$ cat config.mk
export PLATFORM = sky130hd
export DESIGN_NAME = button_gesture_flat
export DESIGN_NICKNAME = d
export VERILOG_FILES = /design/src/rtl/button_gesture_if.sv /design/src/rtl/button_gesture.sv /design/src/flat_wrapper.sv
export SDC_FILE = /design/constraint.sdc
export NUM_CORES = 1
export LEC_CHECK = 0
export CAP_MARGIN = 30
export CORE_MARGIN = 5
export CORE_UTILIZATION = 56
export CTS_BUF_LIST = sky130_fd_sc_hd__clkbuf_16
export DETAILED_ROUTE_END_ITERATION = 6
export PLACE_DENSITY_LB_ADDON = 0.05
export SYNTH_ARGS = -nofsm -noshare
export SYNTH_HDL_FRONTEND = slang
export SYNTH_SLANG_ARGS = --single-unit
$ cat constraint.sdc
create_clock -name Clk -period 2.2 [get_ports Clk]
set_clock_uncertainty 0.05 [all_clocks]
set_input_delay 0.22 -clock Clk [delete_from_list [all_inputs] [get_ports Clk]]
set_output_delay 0.22 -clock Clk [all_outputs]
set_load 0.03 [all_outputs]
$ cat src/rtl/button_gesture_if.sv
// Button gesture interface: debounced level in, gesture event pulses and held flag out.
interface button_gesture_if;
   logic Level;
   logic Click;
   logic DoubleClick;
   logic LongPress;
   logic Held;
   logic Repeat;

   modport master (
      output Level,
      input  Click, DoubleClick, LongPress, Held, Repeat
   );

   modport slave (
      input  Level,
      output Click, DoubleClick, LongPress, Held, Repeat
   );
endinterface

$ cat src/rtl/button_gesture.sv
// Button gesture classifier: turns a debounced level into click / double-click / long-press events.
// Optional auto-repeat while held is enabled by defining BUTTON_GESTURE_REPEAT_EN.
//
// state    | meaning
// IDLE     | no button activity, waiting for a press
// PRESS1   | first press in progress, timing towards long press
// WAIT2    | short press released, window open for a second press
// LONG     | long press held, Held high (optional Repeat pulses)
// WAIT_REL | ignore everything until the button is released
module button_gesture #(
   parameter int LONG_TICKS   = 8,
   parameter int DCLICK_TICKS = 6,
   parameter int REPEAT_TICKS = 4,
   parameter int CNT_W        = 20
) (
   input logic              Clk,
   input logic              Reset,
   button_gesture_if.slave  bus
);

   typedef enum logic [2:0] {IDLE, PRESS1, WAIT2, LONG, WAIT_REL} state_t;

   localparam logic [CNT_W-1:0] LONG_TC   = CNT_W'(LONG_TICKS - 1);
   localparam logic [CNT_W-1:0] DCLICK_TC = CNT_W'(DCLICK_TICKS - 1);

   if (LONG_TICKS < 1 || longint'(LONG_TICKS) >= (64'd1 << CNT_W)) begin : g_bad_long
      $error("LONG_TICKS out of range");
   end
   if (DCLICK_TICKS < 1 || longint'(DCLICK_TICKS) >= (64'd1 << CNT_W)) begin : g_bad_dclick
      $error("DCLICK_TICKS out of range");
   end
   if (REPEAT_TICKS < 1 || longint'(REPEAT_TICKS) >= (64'd1 << CNT_W)) begin : g_bad_repeat
      $error("REPEAT_TICKS out of range");
   end

   state_t           state, state_nxt;
   logic [CNT_W-1:0] count, count_nxt;
   logic             long_tc, dclick_tc, rep_tc, rep_hit;
   logic             click_q, dbl_q, long_q, held_q, rep_q;
   logic             click_d, dbl_d, long_d, held_d, rep_d;

   assign long_tc   = (count == LONG_TC);
   assign dclick_tc = (count == DCLICK_TC);

`ifdef BUTTON_GESTURE_REPEAT_EN
   localparam logic [CNT_W-1:0] REPEAT_TC = CNT_W'(REPEAT_TICKS - 1);
   assign rep_tc = (count == REPEAT_TC);
`else
   assign rep_tc = 1'b0;
`endif

   assign rep_hit = (state == LONG) && bus.Level && rep_tc;

   always_ff @(posedge Clk) begin
      if (Reset) begin
         state   <= WAIT_REL;
         count   <= '0;
         click_q <= 1'b0;
         dbl_q   <= 1'b0;
         long_q  <= 1'b0;
         held_q  <= 1'b0;
         rep_q   <= 1'b0;
      end else begin
         state   <= state_nxt;
         count   <= count_nxt;
         click_q <= click_d;
         dbl_q   <= dbl_d;
         long_q  <= long_d;
         held_q  <= held_d;
         rep_q   <= rep_d;
      end
   end

   // Level is checked before counter expiry in every state.
   always_comb begin
      state_nxt = state;
      case (state)
         IDLE:     if (bus.Level) state_nxt = PRESS1;
         PRESS1:   if (!bus.Level) state_nxt = WAIT2;
                   else if (long_tc) state_nxt = LONG;
         WAIT2:    if (bus.Level) state_nxt = WAIT_REL;
                   else if (dclick_tc) state_nxt = IDLE;
         LONG:     if (!bus.Level) state_nxt = IDLE;
         WAIT_REL: if (!bus.Level) state_nxt = IDLE;
         default:  state_nxt = WAIT_REL;
      endcase
      count_nxt = ((state_nxt != state) || rep_hit) ? '0 : count + CNT_W'(1);
   end

   always_comb begin
      click_d = (state == WAIT2) && !bus.Level && dclick_tc;
      dbl_d   = (state == WAIT2) && bus.Level;
      long_d  = (state == PRESS1) && bus.Level && long_tc;
      held_d  = (state_nxt == LONG);
      rep_d   = rep_hit;
   end

   assign bus.Click       = click_q;
   assign bus.DoubleClick = dbl_q;
   assign bus.LongPress   = long_q;
   assign bus.Held        = held_q;
   assign bus.Repeat      = rep_q;

endmodule
$ cat src/flat_wrapper.sv
// flat-port wrapper written by rule: the top's interface ports become plain ports
module button_gesture_flat 
#(
   parameter int LONG_TICKS   = 8,
   parameter int DCLICK_TICKS = 6,
   parameter int REPEAT_TICKS = 4,
   parameter int CNT_W        = 20
)
  (Clk, Reset, bus_Level, bus_Click, bus_DoubleClick, bus_LongPress, bus_Held, bus_Repeat);
  button_gesture_if bus_i ();
  input logic Clk;
  input logic Reset;
  input wire logic [$bits(bus_i.Level)-1:0] bus_Level;
  output wire logic [$bits(bus_i.Click)-1:0] bus_Click;
  output wire logic [$bits(bus_i.DoubleClick)-1:0] bus_DoubleClick;
  output wire logic [$bits(bus_i.LongPress)-1:0] bus_LongPress;
  output wire logic [$bits(bus_i.Held)-1:0] bus_Held;
  output wire logic [$bits(bus_i.Repeat)-1:0] bus_Repeat;
  assign bus_i.Level = bus_Level;
  assign bus_Click = bus_i.Click;
  assign bus_DoubleClick = bus_i.DoubleClick;
  assign bus_LongPress = bus_i.LongPress;
  assign bus_Held = bus_i.Held;
  assign bus_Repeat = bus_i.Repeat;
  button_gesture #(.LONG_TICKS(LONG_TICKS), .DCLICK_TICKS(DCLICK_TICKS), .REPEAT_TICKS(REPEAT_TICKS), .CNT_W(CNT_W)) u_core (.Clk(Clk), .Reset(Reset), .bus(bus_i));
endmodule
; ---- Yosys cells after proc, flatten, opt, wreduce, memory -nomap -nowiden
; Index checks and enable logic that the tools add are counted.
[word_totals]
regBits = 27
latch_bits = 0
ramBits = 0
mem_bits_ro = 0
input_bits = 3
memories = 0
[classes]
n_addsub = 1
multipliers = 0
div = 0
magnitude_cmp = 0
n_eq_ne = 8
shift = 0
muxes = 7
n_bitwise = 0
n_reduce_logical = 9
[op_table]
columns = op, count
row1 = "== test 20 x 3 -> 1 bit, second input constant", 2
row2 = "adder 20 x 1 -> 20 bit, second input constant", 1
row3 = two-way mux 3 bit, 6
row4 = case mux 3 bit (4 select lines), 1
row5 = "== test 3 x 2 -> 1 bit, second input constant", 3
row6 = logical AND 1 bit, 5
row7 = OR reduction 2 bit, 2
row8 = "== test 3 x 1 -> 1 bit, second input constant", 1
row9 = "== test 3 bit, second input constant", 1
row10 = zero test 3 bit, 1
row11 = != test 3 bit, 1
row12 = zero test 1 bit, 1

; ---- Longest topological paths before layout
; Gate-level depths: netlist of run 1.
[depth]
ltp_word = 6
depth_mapped = 7
mapped_depth_nobuf = 6

; ---- Worst setup path before layout of run 1
; OpenSTA, ideal clock, no wires.
[synth_path]
path_kind = reg-to-reg
start = register u_core.count[2]
end = register u_core.count[10]
setup_time_ps = 115
t_arrival_ps = 1392
required_time_ps = 2035
setup_slack_ps = 643
stages_incl_launch_ff = 7
cell_sequence = dfxtp_1 > nor4b_1 > and4_1 > and4_1 > a2bb2oi_2 > buf_4 > nor2_1
[synth_via]
elab_chain_cells = 6
word_cells_on_any_way = 10
cone_classes = add/sub: 1 / eq/ne: 3 / mux: 5 / reduce/logical: 1
[synth_lines]
columns = element, line_no
row1 = start: declaration, button_gesture.sv:37  ; logic [CNT_W-1:0] count, count_nxt;
row2 = start signal: assignment, button_gesture.sv:65  ; count <= count_nxt;
row3 = "== test 20 x 3 -> 1 bit, on equally long branches", "button_gesture.sv:43, button_gesture.sv:42"
row4 = "two-way mux 3 bit, on equally long branches", "button_gesture.sv:82, button_gesture.sv:80"
row5 = "two-way mux 3 bit, on equally long branches", "button_gesture.sv:81, button_gesture.sv:79"
row6 = case mux 3 bit (4 select lines), button_gesture.sv:77  ; case (state)
row7 = != test 3 bit, button_gesture.sv:87  ; count_nxt = ((state_nxt != state) || rep_hit) ? '0 : count + CNT_W'(1);
row8 = OR reduction 2 bit (no source line), -
; Several ways; a longest one is shown, not always the timed one.
; A chain may end at the register's enable or synchronous reset.

; ---- Final worst setup path of run 1
[layout_path]
start = register u_core.count[2]
end = register u_core.held_q (netlist: u_core.bus.Held)
[layout_via]
elab_chain_cells = 5
word_cells_on_any_way = 8
cone_classes = eq/ne: 3 / mux: 5
[layout_lines]
columns = element, line_no
row1 = "== test 20 x 3 -> 1 bit, on equally long branches", "button_gesture.sv:43, button_gesture.sv:42"
row2 = "two-way mux 3 bit, on equally long branches", "button_gesture.sv:82, button_gesture.sv:80"
row3 = "two-way mux 3 bit, on equally long branches", "button_gesture.sv:81, button_gesture.sv:79"
row4 = case mux 3 bit (4 select lines) *, button_gesture.sv:77
row5 = == test 3 x 2 -> 1 bit *, button_gesture.sv:94  ; held_d = (state_nxt == LONG);
row6 = end signal: assignment, button_gesture.sv:69  ; held_q <= held_d;
row7 = end: declaration, button_gesture.sv:39  ; logic click_q, dbl_q, long_q, held_q, rep_q;
; Every way passes the cells marked *; elsewhere a longest branch is shown, timed or not.

==> flow_summary.json, run 1 <==
{
  "met2_usage_pct": 25.0,
  "yosys.area.top_type_share_pct": 44.8,
  "die_x_um": 56.4,
  "grt_pass1_wl_um": 3760,
  "p_int_mw": 0.758,
  "port_buffers": 6,
  "syn_nets": 138,
  "switching_share_pct": 19.5,
  "pwr-share-clk_pct": 41.9,
  "ys_ff_latch": 27,
  "cts-htree-levels": 1,
  "relSlewSlack_pct": 57.6,
  "end_kind": "register",
  "cp.arrival_ns": 2.09,
  "cp_max_fo": 6,
  "drtAntennaViolNets": 0,
  "ios": 8,
  "cts.clk_slew.worst_paths_ns": 0.06,
  "ir_worst_vdd_mv": 0.430,
  "combPwrFrac_pct": 4.9,
  "power_frac_seq_pct": 53.2,
  "gp_congestion": 0.835,
  "maxCapViolCount": 0,
  "drc": 0,
  "cts_hold_buf": 0,
  "grt_use_met3_pct": 2.75,
  "post_drt_wl_per_cell_um": 12.8,
  "period_minus_slack_ns": 2.00,
  "via_count": 910,
  "n_antenna_cell": 0,
  "grt_max_degree": 21,
  "tightestPinTransition_ns": 0.631,
  "post-route-util_pct": 69.2,
  "fmax_mhz": 499,
  "finalSetupViolations": 0,
  "p_switching_mw": 0.183,
  "grtUsageTotal_pct": 14.6,
  "layout_common_cells": "dfxtp_1, nor2_1, xor2_1",
  "layout_commonest_cell": "dfxtp_1",
  "ctsRootBufferMaster": "clkbuf_16",
  "ys_types": 31,
  "cts_max_path_buffers": 2,
  "syn_area_mm2": 0.00121,
  "fin_crit_sh_pct": 91.0,
  "final_nets": 145,
  "netlist_instances": 133,
  "required_ns": 2.28,
  "syn_to_final_growth_pct": 14.8,
  "hp-class": "register to register",
  "postRouteWirelength_um": 2130,
  "antenna_found_initial": 0,
  "clk_latency_ns": 0.25,
  "crit_path_start_kind": "register",
  "setup_ws_ns": 0.197,
  "start_util_pct": 60.3,
  "worstSetupPathType": "register to register",
  "cts-buffers-inserted": 3,
  "die_area_mm2": 0.00318,
  "cts.sinks": 27,
  "outcome": "complete, no violations",
  "busiest_layer": "met2",
  "finalPower_mw": 0.942,
  "finalHoldViolCount": 0,
  "drtIter0Drc": 16,
  "grt_pass1_vias": 894,
  "grt_use_met1_pct": 18.0,
  "die_h_um": 56.4,
  "p_leak_nw": 0.468,
  "first_pass_iters": 4,
  "dpl_worst_slack_ns": -0.0346,
  "drive_above_1_share_pct": 6.47,
  "ys_seq_area_share_pct": 44.8,
  "avgSynthCellArea_um2": 9.07,
  "synth_largest_area_cell": "dfxtp_1",
  "cts_tree": "yes",
  "grt_overflow": 0,
  "dpl.hpwl_um": 1440,
  "holdWs_ns": 0.435,
  "slew_viol_final": 0,
  "routed_via_density": 5.48,
  "rows": 16,
  "coreArea_mm2": 0.00200,
  "synth_area_leaders": "dfxtp_1, xor2_1, nor2_1, xnor2_1, nand3_1",
  "ys_warn_count": 0,
  "rsz0062_at_grt": "yes",
  "power_density_mw_per_mm2": 680
}
[cell families (layout without fill, tap and decap cells)]
logic type / count (synthesis) / count (layout) / share of synthesized area, %
compound gates: 5 / 6 / 3.42
xor+xnor: 20 / 20 / 14.5
fa+ha+maj: 2 / 2 / 2.07
buf+inv: 8 / 13 / 3.63
flops: 27 / 27 / 44.8
other cells: 1 / 1 / 0.311
simple gates: 70 / 70 / 31.2
[power groups by stage]
stage	Clock, mW	Sequential, mW	Combinational (mW)
global placement	0	0.511	0.0359
floorplan	0	0.508	0.0346
detailed placement	0	0.512	0.0371
finish	0.395	0.501	0.0458
CTS	0.403	0.501	0.0394
global route	0.425	0.501	0.0500
[worst paths after layout]
kind	start	end	slack, ns	cells past startpoint
worst min-delay path	u_core.count[0]	u_core.count[0]	0.43	1
worst max-delay path	u_core.count[2]	u_core.bus.Held	0.20	5
worst min register to register	u_core.count[0]	u_core.count[0]	0.43	1
worst max register to register	u_core.count[2]	u_core.bus.Held	0.20	5
[cell usage after synthesis, drive strengths merged]
cell type,number
a211oi,1
a21oi,1
a2bb2oi,1
and3,1
and3b,1
and4,3
buf,4
clkbuf,1
conb,1
dfxtp,27
ha,2
inv,3
nand2,5
nand2b,3
nand3,10
nand4,2
nand4b,1
nor2,26
nor2b,3
nor3,5
nor3b,1
nor4,7
nor4b,1
o21a,1
o22ai,1
or3,1
xnor2,6
xor2,14
[final cells by class]
| cell class | instances | area, um^2 |
|---|---|---|
| Fill cell | 156 | 617 |
| Multi-Input combinational cell | 99 | 659 |
| Inverter | 3 | 11.3 |
| Sequential cell | 27 | 541 |
| Clock buffer | 3 | 75.1 |
| Timing Repair Buffer | 6 | 60.1 |
| Tap cell | 27 | 33.8 |
| Clock inverter | 1 | 5.00 |
[sequential cells by signal, indices dropped and copies added (netlist names)]
name,flops
u_core.bus.LongPress,1
u_core.count,20
u_core.bus.Held,1
u_core.state,3
u_core.bus.DoubleClick,1
u_core.bus.Click,1
[per-layer routing]
layer / vias up / part of all wire, %
met4: 0 / 0.66
met3: 2 / 2.8
li1: 464 / -
met2: 8 / 49
met1: 436 / 48
met5: - / 0
[critical path: stages, from the launching register on]
cell and delay [ns]:
dfxtp_1 0.45, nor4b_1 0.29, and4_1 0.26, nand4b_1 0.30
a211oi_1 0.45, nor2b_1 0.08
[stage by stage]
| stage | area [um^2] | std cells | setup TNS, ns |
|---|---|---|---|
| 3_5_place_dp | 1270 | 161 | -0.214 |
| 5_1_grt | 1390 | 166 | -0.00370 |
| 3_3_place_gp | 1270 | 161 | 0 |
| 6_report | 1390 | 166 | 0 |
| 4_1_cts | 1360 | 165 | 0 |
| 2_1_floorplan | 1210 | 133 | 0 |
[what timing repair did]
| action | 4_1_cts | 5_1_grt |
|---|---|---|
| setup endpoints to repair | 19 | 19 |
| pin swaps | 0 | 1 |
| gates cloned | 0 | 1 |
| gates resized for setup | 1 | 1 |
| setup buffers | 0 | 0 |
No activity file was read; power rests on OpenSTA's default activity.
==> run 2: changes to the inputs <==
--- a/config.mk
+++ b/config.mk
@@ -7,7 +7,7 @@
 export LEC_CHECK = 0
 export CAP_MARGIN = 30
 export CORE_MARGIN = 5
-export CORE_UTILIZATION = 56
+export CORE_UTILIZATION = 27
 export CTS_BUF_LIST = sky130_fd_sc_hd__clkbuf_16
 export DETAILED_ROUTE_END_ITERATION = 6
 export PLACE_DENSITY_LB_ADDON = 0.05
==> flow_summary.json, run 2 (synthesis gave the netlist of run 1 again) <==
{
  "outcome": "complete, no violations",
  "grtUsageTotal_pct": 8.36,
  "multi_input_area_um2": 633,
  "fin_crit_sh_pct": 88.4,
  "r2r_setup_slack_ns": 0.26,
  "start_util_pct": 27.7,
  "die_h_um": 76.8,
  "holdWs_ns": 0.442,
  "drc": 0,
  "ctsRootBufferMaster": "clkbuf_16",
  "hold-path-endpoint": "u_core.count[0]",
  "place_area_mm2": 0.00134,
  "tightestPinTransition_ns": 0.535,
  "finalHoldViolCount": 0,
  "largest_reg_flops": 20,
  "worstReg2RegEnd": "u_core.count[13]",
  "die_x_um": 76.8,
  "cts_hold_buf": 0,
  "r2r_start": "u_core.count[4]",
  "relSlewSlack_pct": 64.2,
  "port_buffers": 6,
  "postRouteWirelength_um": 2290,
  "layout_commonest_cell": "dfxtp_1",
  "largest-register": "u_core.count",
  "holdPathStages": 1,
  "cp_max_fo": 20,
  "ir_worst_vdd_mv": 0.281,
  "fmax_mhz": 514,
  "ios": 8,
  "drtAntennaViolNets": 0,
  "antenna_found_initial": 0,
  "worstSetupPathType": "register to register",
  "routed_via_density": 4.52,
  "cts.sinks": 27,
  "cts-buffers-inserted": 3,
  "finalPower_mw": 0.959,
  "period_minus_slack_ns": 1.94,
  "drtIter0Drc": 21,
  "cts-htree-levels": 1,
  "post_drt_wl_per_cell_um": 11.7,
  "via_count": 885,
  "clk_latency_ns": 0.26,
  "slew_viol_final": 0,
  "grt_overflow": 0,
  "worstHoldStart": "u_core.count[0]",
  "post-route-util_pct": 33.0,
  "cp.arrival_ns": 2.03,
  "crit_path_start_kind": "register",
  "grt_max_degree": 21,
  "post_cts_buffers": 0,
  "die_area_mm2": 0.00590,
  "power_density_mw_per_mm2": 667,
  "seq_area_um2": 541,
  "finalSetupViolations": 0,
  "cts.clk_slew.worst_paths_ns": 0.07,
  "first_pass_iters": 4,
  "final_area_mm2": 0.00144,
  "dpl.hpwl_um": 1680,
  "maxCapViolCount": 0,
  "rows": 24,
  "n_antenna_cell": 0,
  "rsz0062_at_grt": "no",
  "nFillCells": 435,
  "cts_max_path_buffers": 2,
  "reg2regPathDepth": 5,
  "end_kind": "register",
  "p_leak_nw": 0.487,
  "cts_tree": "yes",
  "hp-class": "register to register",
  "layout_common_cells": "dfxtp_1, nor2_1, xor2_1",
  "drive_above_1_share_pct": 9.72,
  "syn_to_final_growth_pct": 19.2,
  "grt_pass1_vias": 869,
  "final_nets": 150,
  "grt_pass1_wl_um": 4040,
  "coreArea_mm2": 0.00435,
  "gp_congestion": 0.733,
  "required_ns": 2.28,
  "reg_top3": "u_core.count x20, u_core.state x3"
}
[run 2: cell types whose count changed in the layout (fill, tap and decap cells not counted), sizes merged]
| cell | previous run | this run |
|---|---|---|
| a2bb2oi | 2 | 1 |
| clkinvlp | 0 | 1 |
| buf | 0 | 6 |
| clkinv | 1 | 0 |
[run 2: how the worst max path moves through the flow]
stage	startpoint	end	slack [ns]	cells past startpoint
after floorplan	u_core.count[2]	u_core.count[10]	0.64	6
after global placement	bus_Level	u_core.count[7]	-0.06	6
after detailed placement	bus_Level	u_core.count[3]	-0.06	6
after CTS	u_core.count[4]	u_core.count[13]	0.19	5
after global routing	u_core.count[4]	u_core.count[14]	0.05	5
final	u_core.count[4]	u_core.count[13]	0.26	5
[run 2: through the flow]
| step | setup TNS (ns) | setup slack [ns] | cells |
|---|---|---|---|
| floorplan | 0 | 0.643 | 133 |
| global placement | -0.764 | -0.0557 | 192 |
| detailed placement | -0.838 | -0.0642 | 192 |
| CTS | 0 | 0.190 | 196 |
| global route | 0 | 0.0496 | 196 |
| finish | 0 | 0.255 | 196 |
[run 2: critical path: stages (launching register included)]
cell	delay [ns]
dfxtp_1	0.35
nor4b_1	0.32
and4_1	0.26
and4_1	0.27
a2bb2oi_4	0.46
nor2_1	0.11
[run 2: power breakdown]
group | internal [mW] | switching (mW) | total (mW)
combinational | 0.0172 | 0.0242 | 0.0414
clock | 0.247 | 0.171 | 0.418
sequential | 0.493 | 0.00622 | 0.499
[run 2: final cells by class]
class                           instances  share of cell area [%]
Tap cell                               52                    4.53
Inverter                                3                   0.783
Clock inverter                          1                   0.522
Multi-Input combinational cell         98                    44.0
Timing Repair Buffer                   12                    7.31
Clock buffer                            3                    5.22
Sequential cell                        27                    37.6
[run 2: layer usage]
| metal | routed length, um | share of wire (%) | track usage, % | vias to the layer above |
|---|---|---|---|---|
| met1 | 1200 | 52 | 10.7 | 406 |
| met3 | 70 | 3.1 | 2.58 | 2 |
| met4 | 23 | 1.0 | 3.15 | 0 |
| li1 | - | - | - | 470 |
| met2 | 999 | 44 | 13.1 | 7 |
| met5 | 0 | 0 | 0 | - |
[run 2: what timing repair did]
item	CTS	global route
resized for setup	1	0
endpoints found under the setup margin	18	0
hold endpoints to repair	0	0
